$ cat config.mk
export PLATFORM = sky130hd
export DESIGN_NAME = tick_timer_bank
export DESIGN_NICKNAME = d
export VERILOG_FILES = /design/src/rtl/tick_timer_bank.sv
export SDC_FILE = /design/constraint.sdc
export NUM_CORES = 1
export LEC_CHECK = 0
export BUFFER_PORTS_ARGS = -buffer_cell sky130_fd_sc_hd__buf_2
export CORE_UTILIZATION = 50
export DETAILED_ROUTE_END_ITERATION = 16
export PLACE_DENSITY_LB_ADDON = 0.3
export SETUP_SLACK_MARGIN = 0.02
export SLEW_MARGIN = 25
export SYNTH_ARGS = -nofsm -noshare
export SYNTH_HDL_FRONTEND = slang
export SYNTH_SLANG_ARGS = --single-unit
$ cat constraint.sdc
create_clock -name clk_i -period 2.4 [get_ports clk_i]
set_input_delay 0.12 -clock clk_i [delete_from_list [all_inputs] [get_ports clk_i]]
set_output_delay 0.12 -clock clk_i [all_outputs]
set_load 0.1 [all_outputs]
$ cat src/rtl/tick_timer_bank.sv
// Bank of CHANNELS programmable tick generators, each a small IDLE/RUN/DONE FSM
// with a period register. Optional macro TIMER_PRESCALER_EN adds a shared clock divider.
module tick_timer_bank #(
  parameter int CHANNELS       = 2,
  parameter int WIDTH          = 16,
  parameter int DEFAULT_PERIOD = 60000,
  parameter int PRESCALE       = 1,
  localparam int CH_W          = (CHANNELS > 1) ? $clog2(CHANNELS) : 1
) (
  input  logic                  clk_i,
  input  logic                  rstn_i,
  input  logic [CHANNELS-1:0]   en_i,
  input  logic [CHANNELS-1:0]   oneshot_i,
  input  logic                  wr_i,
  input  logic [CH_W-1:0]       wr_ch_i,
  input  logic [WIDTH-1:0]      wr_period_i,
  output logic [CHANNELS-1:0]   tick_o,
  output logic [CHANNELS-1:0]   busy_o,
  output logic [2*CHANNELS-1:0] state_dbg_o
);

  typedef enum logic [1:0] {
    ST_IDLE = 2'd0,
    ST_RUN  = 2'd1,
    ST_DONE = 2'd2
  } state_e;

  state_e               state_q  [CHANNELS];
  state_e               state_d  [CHANNELS];
  logic [WIDTH-1:0]     cnt_q    [CHANNELS];
  logic [WIDTH-1:0]     cnt_d    [CHANNELS];
  logic [WIDTH-1:0]     period_q [CHANNELS];
  logic [WIDTH-1:0]     period_d [CHANNELS];
  logic [CHANNELS-1:0]  tick_q;
  logic [CHANNELS-1:0]  tick_d;
  logic                 count_en;

`ifdef TIMER_PRESCALER_EN
  localparam int PW = (PRESCALE > 1) ? $clog2(PRESCALE) : 1;
  logic [PW-1:0] pre_q;
  logic [PW-1:0] pre_d;

  // Free-running divider; only reset clears it, channel activity never does.
  always_comb begin
    count_en = (pre_q == PW'(PRESCALE - 1));
    pre_d    = count_en ? '0 : pre_q + 1'b1;
  end

  always_ff @(posedge clk_i or negedge rstn_i) begin
    if (!rstn_i) pre_q <= '0;
    else         pre_q <= pre_d;
  end
`else
  assign count_en = 1'b1;
`endif

  always_comb begin
    for (int ch = 0; ch < CHANNELS; ch++) begin
      state_d[ch]  = state_q[ch];
      cnt_d[ch]    = cnt_q[ch];
      period_d[ch] = period_q[ch];
      tick_d[ch]   = 1'b0;

      case (state_q[ch])
        ST_IDLE: begin
          cnt_d[ch] = '0;
          if (en_i[ch]) state_d[ch] = ST_RUN;
        end
        ST_RUN: begin
          if (!en_i[ch]) begin
            state_d[ch] = ST_IDLE;
            cnt_d[ch]   = '0;
          end else if (count_en) begin
            if (cnt_q[ch] == period_q[ch]) begin
              cnt_d[ch]  = '0;
              tick_d[ch] = 1'b1;
              if (oneshot_i[ch]) state_d[ch] = ST_DONE;
            end else begin
              cnt_d[ch] = cnt_q[ch] + 1'b1;
            end
          end
        end
        ST_DONE: begin
          cnt_d[ch] = '0;
          if (!en_i[ch]) state_d[ch] = ST_IDLE;
        end
        default: begin
          state_d[ch] = ST_IDLE;
          cnt_d[ch]   = '0;
        end
      endcase

      // A period write overrides the terminal count of the same cycle: no tick,
      // counter restarts, and a one-shot channel does not retire on it.
      if (wr_i && (wr_ch_i == CH_W'(ch))) begin
        period_d[ch] = wr_period_i;
        cnt_d[ch]    = '0;
        tick_d[ch]   = 1'b0;
        if (state_q[ch] == ST_DONE)      state_d[ch] = ST_IDLE;
        else if (state_d[ch] == ST_DONE) state_d[ch] = ST_RUN;
      end
    end
  end

  always_ff @(posedge clk_i or negedge rstn_i) begin
    if (!rstn_i) begin
      for (int ch = 0; ch < CHANNELS; ch++) begin
        state_q[ch]  <= ST_IDLE;
        cnt_q[ch]    <= '0;
        period_q[ch] <= WIDTH'(DEFAULT_PERIOD);
      end
      tick_q <= '0;
    end else begin
      for (int ch = 0; ch < CHANNELS; ch++) begin
        state_q[ch]  <= state_d[ch];
        cnt_q[ch]    <= cnt_d[ch];
        period_q[ch] <= period_d[ch];
      end
      tick_q <= tick_d;
    end
  end

  always_comb begin
    busy_o      = '0;
    state_dbg_o = '0;
    for (int ch = 0; ch < CHANNELS; ch++) begin
      busy_o[ch]             = (state_q[ch] == ST_RUN);
      state_dbg_o[2*ch +: 2] = state_q[ch];
    end
  end

  assign tick_o = tick_q;

endmodule
==> qor.csv <==
metric,value,unit
outcome,finished clean,
worst-setup-path-type,reg -> reg,
drcViolationCount,0,
synth_flop_cell,dfrtp_1,
crit_start,cnt_q[23],
cts_max_level,3,
powerDensity,650.6,nW/µm²
synth_seq_cells,70,
crit_chain,"and4_1, nand4_1, or4_4, a211oi_2",
dpl_cell_area,3721,µm²
leakagePower,1.716,nW
power_frac_seq,0.503,
p_sw_frac,0.2465,
clk_pin_slew,0.08,ns
rr_worst_depth,4,
use_met3,0.04377,
critPathSlowestCell,or4_4,
r2r_slack,0.69,ns
finalSetupViolCount,0,
worst_ir_drop_vdd,0.4076,mV
dr_total_vias,2511,
arrival,1.96,ns
grt_util_all_layers,0.2176,
setup_ws,0.6885,ns
grt_pass1_vias,2523,
dr.first_iter.drc_count,134,
maxSlewHeadroom,0.5285,
period_share,0.7131,
syn2layout_area_growth,18.65,%
grt_max_degree,33,
start_util,0.5310,
hold_buffers,18,
cts_tree,yes,
pwr-share-clk,0.380,
r2r_start,cnt_q[23],
cts_sinks,70,
die_h,85.29,µm
worst-endpoint-required,2.65,ns
die_w,85.29,µm
power,2.677,mW
root_buffer,clkbuf_8,
drt-total-wl,6800,µm
antenna_found_initial,0,
firstDrtPassIters,4,
synth_fp_nets,353,
async_reset_ff_frac,1.000,
fmax,584.3,MHz
ys_warn_count,0,
layout-drive-gt1-share,0.2545,
setup_tns,0,ns
insertion_delay,0.35,ns
io_pins,32,
final_cell_area,4115,µm²
grtUsageMet2,0.3431,
endpoint_kind,flop,
use_met1,0.2940,
dieArea,7274,µm²
netSwitchingPower,0.6600,mW
port_buffers,31,
critPathCapture,cnt_q[31],
insertedDiodeCount,0,
gp_congestion,0.8744,
wl_per_cell,14.72,µm
routed_via_density,5.435,
tightest_slew,0.7053,ns
drv_slew,0,
postCtsSetupRepairBufs,0,
synth_enable_flop_cells,0,
hold_viol,0,
clockBufferDepth,2,
yosysUniqueCellTypes,38,
finalHoldWorstSlack,0.003773,ns
dp_hpwl,4810,µm
pwr-share-comb,0.117,
overflow,0,
drv_cap,0,
place_ws,0.6966,ns
nets,406,
hp-class,in -> reg,
postRouteAntennaNets,0,
grt_pass1_wl,12100,µm
fin_crit,1.712,ns
synth_cells,327,
p_int,2.017,mW
netlist_area,3468,µm²
path_max_fanout,7,
r2r_end,cnt_q[31],
cts_buffers,9,
cp-start-kind,flop,
rsz0062_at_grt,false,
fin_skew,0.007670,ns
max_stage_delay,0.52,ns
row_count,29,
grt.busiest_layer,met2,
ctsResizeCount,0,
design.core.area,6531,µm²
seq_area_frac_synth,0.5101,
synth.avg_cell_area,10.61,µm²
[cells by family after synthesis]
group	share of synthesized area
compound gates	0.02778
xor+xnor	0.1414
fa+ha+maj	0.007214
buf+inv	0.03138
flops	0.5101
mux	0.05195
simple gates	0.2302
[flip-flops by register name, summed over array words and instances (netlist names)]
register,count
cnt_q,32
tick_o,2
state_dbg_o,4
period_q,32
[area by class of cell]
cell class,count,area [µm²]
inverter,7,26.28
multi-input combinational,235,1600
fill,532,2416
tap,77,96.34
clock buffer,10,127.6
sequential,70,1770
clock inverter,6,86.33
timing repair buffer,57,407.9
[layer usage]
layer	wire, µm	share of wire	vias to the layer above
met4	137	0.020	0
li1	-	-	1236
met2	3155	0.46	47
met5	0	0	-
met3	196	0.029	11
met1	3311	0.49	1217
[critical path, delay by kind of cell (launching register included)]
family	cells	cell delay, ns
compound gates	1	0.22
flops	1	0.48
simple gates	3	0.92
[Yosys cell counts (2+ instances only)]
library cell / count / share of area
and2_1: 3 / 0.0054
dfstp_2: 14 / 0.11
buf_6: 2 / 0.0065
a41oi_1: 2 / 0.0051
mux2_2: 16 / 0.052
a31o_2: 3 / 0.0076
nor3_1: 33 / 0.048
or3_1: 2 / 0.0036
xnor2_1: 46 / 0.12
nor3b_1: 2 / 0.0043
ha_1: 2 / 0.0072
and4_1: 2 / 0.0051
inv_1: 7 / 0.0076
nor2b_1: 3 / 0.0054
buf_2: 2 / 0.0029
nand2b_1: 3 / 0.0054
dfrtp_1: 56 / 0.40
nor4_4: 2 / 0.012
nor2_1: 3 / 0.0032
a211oi_1: 3 / 0.0065
nand3_1: 13 / 0.019
buf_4: 2 / 0.0043
xor2_1: 10 / 0.025
nor4_1: 4 / 0.0072
clkbuf_1: 8 / 0.0087
o21ai_0: 2 / 0.0029
nand2_1: 56 / 0.061
nand4_1: 16 / 0.029
[power groups by stage]
stage               Sequential [mW]  Clock [mW]  Combinational (mW)
global placement               1.37           0               0.285
detailed placement             1.37           0               0.290
finish                         1.35        1.02               0.312
CTS                            1.35        1.04               0.316
global route                   1.36        1.10               0.347
floorplan                      1.36           0               0.190
[per-stage QoR]
stage,util,std cells
after global routing,0.6301,462
after global placement,0.5697,428
final,0.6301,462
after floorplan,-,327
after CTS,0.6301,462
after detailed placement,0.5697,428
[layout by cell type, fill, tap and decap left out, types with 2 or more instances in the layout]
cell and n:
nand2_1 56, dfrtp_1 55, xnor2_1 46, nor3_1 33, buf_2 31, dlygate4sd3_1 18
nand4_1 16, mux2_2 16, dfstp_2 14, nand3_1 13, xor2_1 10, clkbuf_8 9
inv_1 7, buf_4 7, nor4_1 4, nand2b_1 3, a211oi_1 3, nor2_1 3
and2_1 3, a31o_2 3, nor4_4 2, a41oi_1 2, and4_1 2, o21ai_0 2
or3_1 2, nor3b_1 2, ha_1 2, bufinv_16 2, clkinv_2 2
[worst min path at each step]
stage / cells past startpoint / to / startpoint
floorplan: 0 / cnt_q[0] / rstn_i
global placement: 1 / period_q[0] / rstn_i
detailed placement: 1 / period_q[0] / rstn_i
CTS: 3 / period_q[24] / wr_period_i[8]
global route: 3 / state_dbg_o[0] / en_i[0]
finish: 3 / period_q[24] / wr_period_i[8]
Power figures use the tool's default switching activity.
